===== src/rtl/d16_wb_timer_pkg.sv =====
// Shared constants for the d16 Wishbone timer: register offsets and
// bit positions inside the CTRL and STATUS registers.
package d16_pkg;

  // Register offsets within the 8-word window
  localparam logic [2:0] TMR_CTRL     = 3'd0;
  localparam logic [2:0] TMR_PRESCALE = 3'd1;
  localparam logic [2:0] TMR_COUNT    = 3'd2;
  localparam logic [2:0] TMR_COMPARE  = 3'd3;
  localparam logic [2:0] TMR_STATUS   = 3'd4;
  localparam logic [2:0] TMR_CAPTURE  = 3'd5;

  // CTRL bit positions
  localparam int CTRL_EN     = 0;
  localparam int CTRL_RELOAD = 1;
  localparam int CTRL_IE     = 2;

  // STATUS bit positions (all write-1-to-clear)
  localparam int STAT_PEND = 0;
  localparam int STAT_OVF  = 1;
  localparam int STAT_CAP  = 2;

  // Implemented widths of CTRL and STATUS
  localparam int CTRL_W = 3;
  localparam int STAT_W = 3;

endpackage


===== src/rtl/d16_wb_timer_if.sv =====
// Wishbone target bus for the d16 timer. Signal names follow the CPU-side
// port names; the CPU (or testbench) is the master.
interface d16_wb_timer_if;
  logic [15:0] i_wb_addr;
  logic        i_wb_cyc;
  logic        i_wb_we;
  logic [15:0] i_wb_dat;
  logic [15:0] o_wb_dat;

  modport master (
    output i_wb_addr, i_wb_cyc, i_wb_we, i_wb_dat,
    input  o_wb_dat
  );

  modport slave (
    input  i_wb_addr, i_wb_cyc, i_wb_we, i_wb_dat,
    output o_wb_dat
  );
endinterface


===== src/rtl/d16_wb_timer_prescaler.sv =====
// Prescaler for the d16 timer: emits a one-cycle tick every limit+1 cycles
// while enabled. The counter is held at 0 while disabled or when cleared.
module d16_prescaler
  import d16_pkg::*;
(
  input  logic        i_clk,
  input  logic        i_reset,
  input  logic        enable,
  input  logic [15:0] limit,
  input  logic        clear,
  output logic        tick
);

  logic [15:0] pcnt_q, pcnt_d;

  // Tick when the count reaches the limit, then restart from 0
  always_comb begin
    tick   = enable && (pcnt_q == limit);
    pcnt_d = pcnt_q + 16'd1;
    if (!enable || clear || tick) pcnt_d = '0;
  end

  // Prescaler counter register
  always_ff @(posedge i_clk or posedge i_reset) begin
    if (i_reset) pcnt_q <= '0;
    else         pcnt_q <= pcnt_d;
  end

endmodule


===== src/rtl/d16_wb_timer.sv =====
// d16 Wishbone timer: 16-bit counter with prescaler, compare match,
// overflow detection and a level interrupt. Reads are combinational,
// writes land on the clock edge ending the access.
// Optional input capture is built when D16_TIMER_CAPTURE_EN is defined.
module d16_wb_timer
  import d16_pkg::*;
#(
  parameter logic [15:0] BASE_ADDR = 16'hFF00
) (
  input  logic             i_clk,
  input  logic             i_reset,
  d16_wb_timer_if.slave    wb,
  output logic             o_int
`ifdef D16_TIMER_CAPTURE_EN
  ,
  input  logic             i_capture
`endif
);

  logic              sel, wr, rd, tick, match, cap_rise;
  logic [2:0]        off;
  logic [CTRL_W-1:0] ctrl_q, ctrl_d;
  logic [15:0]       prescale_q, prescale_d;
  logic [15:0]       count_q, count_d;
  logic [15:0]       compare_q, compare_d;
  logic [STAT_W-1:0] status_q, status_d, stat_set, stat_clr;

  assign sel   = wb.i_wb_cyc && (wb.i_wb_addr[15:3] == BASE_ADDR[15:3]);
  assign off   = wb.i_wb_addr[2:0];
  assign wr    = sel && wb.i_wb_we;
  assign rd    = sel && !wb.i_wb_we;
  assign match = (count_q == compare_q);

  d16_prescaler u_prescaler (
    .i_clk   (i_clk),
    .i_reset (i_reset),
    .enable  (ctrl_q[CTRL_EN]),
    .limit   (prescale_q),
    .clear   (wr && (off == TMR_PRESCALE)),
    .tick    (tick)
  );

`ifdef D16_TIMER_CAPTURE_EN
  logic [1:0]  cap_sync_q, cap_sync_d;
  logic        cap_prev_q, cap_prev_d;
  logic [15:0] capture_q, capture_d;

  // Synchronize the capture pin and latch COUNT on its rising edge
  always_comb begin
    cap_sync_d = {cap_sync_q[0], i_capture};
    cap_prev_d = cap_sync_q[1];
    cap_rise   = cap_sync_q[1] && !cap_prev_q;
    capture_d  = cap_rise ? count_q : capture_q;
  end

  // Capture synchronizer, edge detector and capture register
  always_ff @(posedge i_clk or posedge i_reset) begin
    if (i_reset) begin
      cap_sync_q <= '0;
      cap_prev_q <= 1'b0;
      capture_q  <= '0;
    end else begin
      cap_sync_q <= cap_sync_d;
      cap_prev_q <= cap_prev_d;
      capture_q  <= capture_d;
    end
  end
`else
  assign cap_rise = 1'b0;
`endif

  // Counter/compare behaviour on tick, then CPU writes override it
  always_comb begin
    ctrl_d     = ctrl_q;
    prescale_d = prescale_q;
    count_d    = count_q;
    compare_d  = compare_q;
    stat_set   = '0;
    stat_clr   = '0;

    if (tick) begin
      if (match) begin
        stat_set[STAT_PEND] = 1'b1;
        if (ctrl_q[CTRL_RELOAD]) count_d = '0;
        else                     ctrl_d[CTRL_EN] = 1'b0;
      end else if (count_q == 16'hFFFF) begin
        count_d            = '0;
        stat_set[STAT_OVF] = 1'b1;
      end else begin
        count_d = count_q + 16'd1;
      end
    end

    if (cap_rise) stat_set[STAT_CAP] = 1'b1;

    if (wr) begin
      case (off)
        TMR_CTRL:     ctrl_d     = wb.i_wb_dat[CTRL_W-1:0];
        TMR_PRESCALE: prescale_d = wb.i_wb_dat;
        TMR_COUNT:    count_d    = wb.i_wb_dat;
        TMR_COMPARE:  compare_d  = wb.i_wb_dat;
        TMR_STATUS:   stat_clr   = wb.i_wb_dat[STAT_W-1:0];
        default:      ;
      endcase
    end

    // A hardware set wins over a same-cycle clear so no event is lost
    status_d = (status_q & ~stat_clr) | stat_set;
  end

  // Timer register file
  always_ff @(posedge i_clk or posedge i_reset) begin
    if (i_reset) begin
      ctrl_q     <= '0;
      prescale_q <= '0;
      count_q    <= '0;
      compare_q  <= 16'hFFFF;
      status_q   <= '0;
    end else begin
      ctrl_q     <= ctrl_d;
      prescale_q <= prescale_d;
      count_q    <= count_d;
      compare_q  <= compare_d;
      status_q   <= status_d;
    end
  end

  // Zero-latency read mux, driving 0 when not selected for an OR-ed bus
  always_comb begin
    wb.o_wb_dat = '0;
    if (rd) begin
      case (off)
        TMR_CTRL:     wb.o_wb_dat = {{(16-CTRL_W){1'b0}}, ctrl_q};
        TMR_PRESCALE: wb.o_wb_dat = prescale_q;
        TMR_COUNT:    wb.o_wb_dat = count_q;
        TMR_COMPARE:  wb.o_wb_dat = compare_q;
        TMR_STATUS:   wb.o_wb_dat = {{(16-STAT_W){1'b0}}, status_q};
`ifdef D16_TIMER_CAPTURE_EN
        TMR_CAPTURE:  wb.o_wb_dat = capture_q;
`endif
        default:      wb.o_wb_dat = '0;
      endcase
    end
  end

  // Level interrupt from any pending status flag, gated by IE
  assign o_int = ctrl_q[CTRL_IE] && (|status_q);

endmodule


===== src/flat_wrapper.sv =====
// flat-port wrapper written by rule: the top's interface ports become plain ports
module d16_wb_timer_flat import d16_pkg::*;
#(
  parameter logic [15:0] BASE_ADDR = 16'hFF00
)
  (i_clk, i_reset, o_int, wb_i_wb_addr, wb_i_wb_cyc, wb_i_wb_we, wb_i_wb_dat, wb_o_wb_dat);
  d16_wb_timer_if wb_i ();
  input  logic i_clk;
  input  logic i_reset;
  output logic o_int;
  input wire logic [$bits(wb_i.i_wb_addr)-1:0] wb_i_wb_addr;
  input wire logic [$bits(wb_i.i_wb_cyc)-1:0] wb_i_wb_cyc;
  input wire logic [$bits(wb_i.i_wb_we)-1:0] wb_i_wb_we;
  input wire logic [$bits(wb_i.i_wb_dat)-1:0] wb_i_wb_dat;
  output wire logic [$bits(wb_i.o_wb_dat)-1:0] wb_o_wb_dat;
  assign wb_i.i_wb_addr = wb_i_wb_addr;
  assign wb_i.i_wb_cyc = wb_i_wb_cyc;
  assign wb_i.i_wb_we = wb_i_wb_we;
  assign wb_i.i_wb_dat = wb_i_wb_dat;
  assign wb_o_wb_dat = wb_i.o_wb_dat;
  d16_wb_timer #(.BASE_ADDR(BASE_ADDR)) u_core (.i_clk(i_clk), .i_reset(i_reset), .wb(wb_i), .o_int(o_int));
endmodule

===== config.mk =====
export PLATFORM = sky130hd
export DESIGN_NAME = d16_wb_timer_flat
export DESIGN_NICKNAME = d
export VERILOG_FILES = /design/src/rtl/d16_wb_timer_pkg.sv /design/src/rtl/d16_wb_timer_if.sv /design/src/rtl/d16_wb_timer_prescaler.sv /design/src/rtl/d16_wb_timer.sv /design/src/flat_wrapper.sv
export SDC_FILE = /design/constraint.sdc
export NUM_CORES = 1
export LEC_CHECK = 0
export BUFFER_PORTS_ARGS = -buffer_cell sky130_fd_sc_hd__buf_2
export CORE_UTILIZATION = 30
export CTS_BUF_LIST = sky130_fd_sc_hd__clkbuf_4
export DETAILED_ROUTE_END_ITERATION = 7
export HOLD_SLACK_MARGIN = 0.1
export SYNTH_ARGS = -nofsm -noshare
export SYNTH_HDL_FRONTEND = slang
export SYNTH_SLANG_ARGS = --single-unit

===== constraint.sdc =====
create_clock -name i_clk -period 1.9 [get_ports i_clk]
set_input_delay 0 -clock i_clk [delete_from_list [all_inputs] [get_ports i_clk]]
set_output_delay 0 -clock i_clk [all_outputs]
set_load 0.02 [all_outputs]

==> summary.txt <==
Timing
  – Worst-Margin Slew: roughly 0.46 ns
  – Final setup margin: -0.2469 ns
  – Endpoints failing hold: 0
  – Setup TNS: -2.725 ns
  – RSZ-0062 raised after global routing: yes
  – Slew headroom: between 60% and 70%
  – Max-slew violations: 0
  – Final min period: ~2.1 ns
  – Final Cycle Share: 113.0%
  – Fmax: about 0.47 GHz
  – Skew final: about 0.016 ns
  – Final setup fails: 17

Detailed routing
  – Final wirelength: 13.82 mm
  – Detailed Route Iter0 Violations: ~290
  – Routed vias: 4048
  – DRC viols: 0
  – Post-DRT Antenna Nets: 0
  – DR pass1 iterations: 5
  – Average wire per standard cell: between 15 and 20 um
  – Routed vias/inst: 5.144

Synthesis
  – Synth Net Count: ~460
  – #FFs+latches synth: 70
  – Share of the synthesized area in the top cell type: 31.81%
  – Post-synth top area cell: dfrtp_1
  – Most used DFF post-synth: dfrtp_1
  – Distinct cells, synth: a little over 50
  – Synth Area per Inst: 10.14 um^2
  – Post-synthesis sequential area ratio: 41.71%
  – Async SR Flop Fraction: 100.0%
  – Ranking of synthesized cells by area: dfrtp_1 32%, mux2_2 11%, dfstp_2 9.9%, xor2_1 5.4%, xnor2_1 4.1%
  – Post-Syn Area: 4248 um^2
  – Number of flops mapped to enable cells by yosys: 0
  – Yosys warns: 0
  – Post-Synthesis Cells: 419

Placement
  – Port Buffer Count: 52
  – HPWL after detailed placement: 10.51 mm
  – Area after DPL: ~5500 um^2
  – Routability cong.: 0.9323
  – DP Cell Count: 739

Clock tree
  – Clock Tree Root: clkbuf_4
  – Clk buf depth: 2
  – CTS Buf Count: 9
  – Clock Sinks: 70
  – Clk_lat worst skew: 0.42 ns
  – Clock transition at the registers of the reported paths: 0.12 ns
  – H-Tree Depth: 3
  – CTS tree: done

Global route
  – Initial antenna violation count: 0
  – All-Layer GR Usage: a little over 20%
  – Gr ovfl total: 0
  – Vias in the first global route: 4251
  – Largest net degree at the start of global routing: 38
  – First-pass GRT wire length: 22.39 mm

Cells and area
  – Fillers: 1315
  – Fin nets: 640
  – Finished Layout Cells: 787
  – Post-route cell area: 6260 um^2
  – Layout Utilization: 45.27%
  – Share of layout cells above drive strength 1: about 48%
  – Commonest non-fill, non-tap cell in the layout: buf_4
  – P&R area growth vs syn: 47.36%
  – Most frequent cells in the layout: 105 x buf_4, 54 x dfrtp_1, 51 x buf_2, 40 x mux2_2, 40 x nor2_1
  – Antenna Diode Count: 0

Power
  – PnR Total Power: 0.004140 W
  – Clk pwr share: 25.6%
  – Power Internal: about 0.0028 W
  – Pwr Density: 661.3 nW/um^2
  – Net switching power: 0.001389 W
  – Leak: 2.926 nW
  – Switching Share: 33.56%
  – Maximum VDD drop: 364.4 uV
  – Sequential share of power: around two fifths
  – Comb pwr share: roughly a third

Setup path
  – Worst Setup End Kind: flop
  – Worst-path fanout max: 4
  – FF-to-FF path depth: 10
  – CP arrival: about 2.5 ns
  – Worst Path Required: 2.20 ns
  – CP startpoint kind: flop
  – Critical path class: flop to flop

Floorplan
  – Initial Utilization: a little under a third
  – Die Height: 121.0 um
  – Die area: approximately 15000 um^2
  – Core region area: approximately 14000 um^2
  – Floorplan row count: 43
  – Die W: 121.0 um
  – Top Ports: 53

Status
  – Violated checks: negative setup slack
  – Run status: finished, violations left

Worst hold path
  – Type of the tightest min-delay check: input pin to flop
  – Hold Path Cell Cnt: 6

Flow run
  – Max_cap viols: 0
[cell usage after synthesis, drive strengths merged, types with 2 or more instances]
cell     count
a211oi       4
a21oi        6
a22oi       17
a2bb2oi      2
a31oi        2
and2         5
and3        10
and4         4
buf         11
clkbuf       8
dfrtp       54
dfstp       16
ha           2
inv          8
mux2        48
mux2i        4
nand2       22
nand2b       6
nand3       21
nand3b       3
nand4       13
nand4b       2
nor2        44
nor2b        2
nor3         8
nor3b        3
nor4         7
o211ai      16
o21ai        5
o31ai        2
o41ai        3
or2          2
or3          3
or4          2
xnor2       20
xor2        26
[routing by layer]
metal  vias up  share of wire [%]  GRT usage (%)
li1       1900                  -              -
met1      1982                 46          27.89
met2       148                 46          31.57
met3        18                5.9          4.135
met4         0                1.7          6.250
met5         -                  0              0
[final timing paths]
kind                                             startpoint  slack, ns                                      end
max reg2reg                u_core.compare_q[12]$_DFFE_PP1P_      -0.25              u_core.count_q[7]$_DFF_PP0_
min                                         wb_i_wb_addr[5]       0.25              u_core.count_q[9]$_DFF_PP0_
min reg2reg                    u_core.status_q[2]$_DFF_PP0_       0.55             u_core.status_q[2]$_DFF_PP0_
max                        u_core.compare_q[12]$_DFFE_PP1P_      -0.25              u_core.count_q[7]$_DFF_PP0_
max in group asynchronous                           i_reset       0.58          u_core.compare_q[2]$_DFFE_PP1P_
min in group asynchronous                           i_reset       0.65  u_core.u_prescaler.pcnt_q[13]$_DFF_PP0_
[critical path, stage by stage, from the launching register on]
cell     delay (ns)
dfstp_2        0.60
xor2_4         0.20
nor4_2         0.07
buf_4          0.14
buf_6          0.10
nand4_1        0.08
buf_4          0.16
nor2_1         0.05
buf_4          0.17
o41ai_2        0.32
o21ai_1        0.14
[sequential cells by signal (all words and copies together) (netlist names)]
name                       cells
u_core.status_q                3
u_core.prescale_q             16
u_core.compare_q              16
u_core.ctrl_q                  3
u_core.count_q                16
u_core.u_prescaler.pcnt_q     16
[per-stage QoR]
stage	hold slack [ns]	worst slack, ns
6_report	0.2479	-0.2469
5_1_grt	0.2638	-0.3670
4_1_cts	0.1988	-0.1694
3_5_place_dp	0.009001	-0.3652
3_3_place_gp	-0.01010	-0.3494
2_1_floorplan	0.09279	-0.02635
[cell families (layout without fill, tap and decap cells)]
logic type	Yosys count	after routing	share of synthesized area, %
simple gates	157	157	19.94
flops	70	70	41.71
compound gates	65	65	11.13
mux	52	52	14.37
xor+xnor	46	46	9.485
buf+inv	27	215	2.769
fa+ha+maj	2	2	0.5890
[power by group through the flow]
stage                     clock, W  combinational (W)  sequential (W)
after floorplan                  0           0.000571         0.00167
after global placement           0            0.00119         0.00166
after detailed placement         0            0.00121         0.00166
after CTS                  0.00110            0.00133         0.00163
after global routing       0.00117            0.00155         0.00164
final                      0.00106            0.00144         0.00163
[timing repair]
item / 4_1_cts / 5_1_grt
endpoints found under the setup margin: 35 / 48
hold endpoints to repair: 108 / 0
setup buffers: 10 / 3
resized for setup: 35 / 24
hold buffers: 20 / 0
pin swaps: 24 / 16
[final cells by class]
cell class	instances	area, um^2	share of cell area [%]
multi-input combinational	322	2634	42.07
tap	180	225.2	3.598
inverter	8	30.03	0.4797
timing repair buffer	191	1448	23.13
sequential	70	1772	28.30
clock buffer	10	75.07	1.199
clock inverter	6	76.32	1.219
Power figures use the tool's default switching activity.
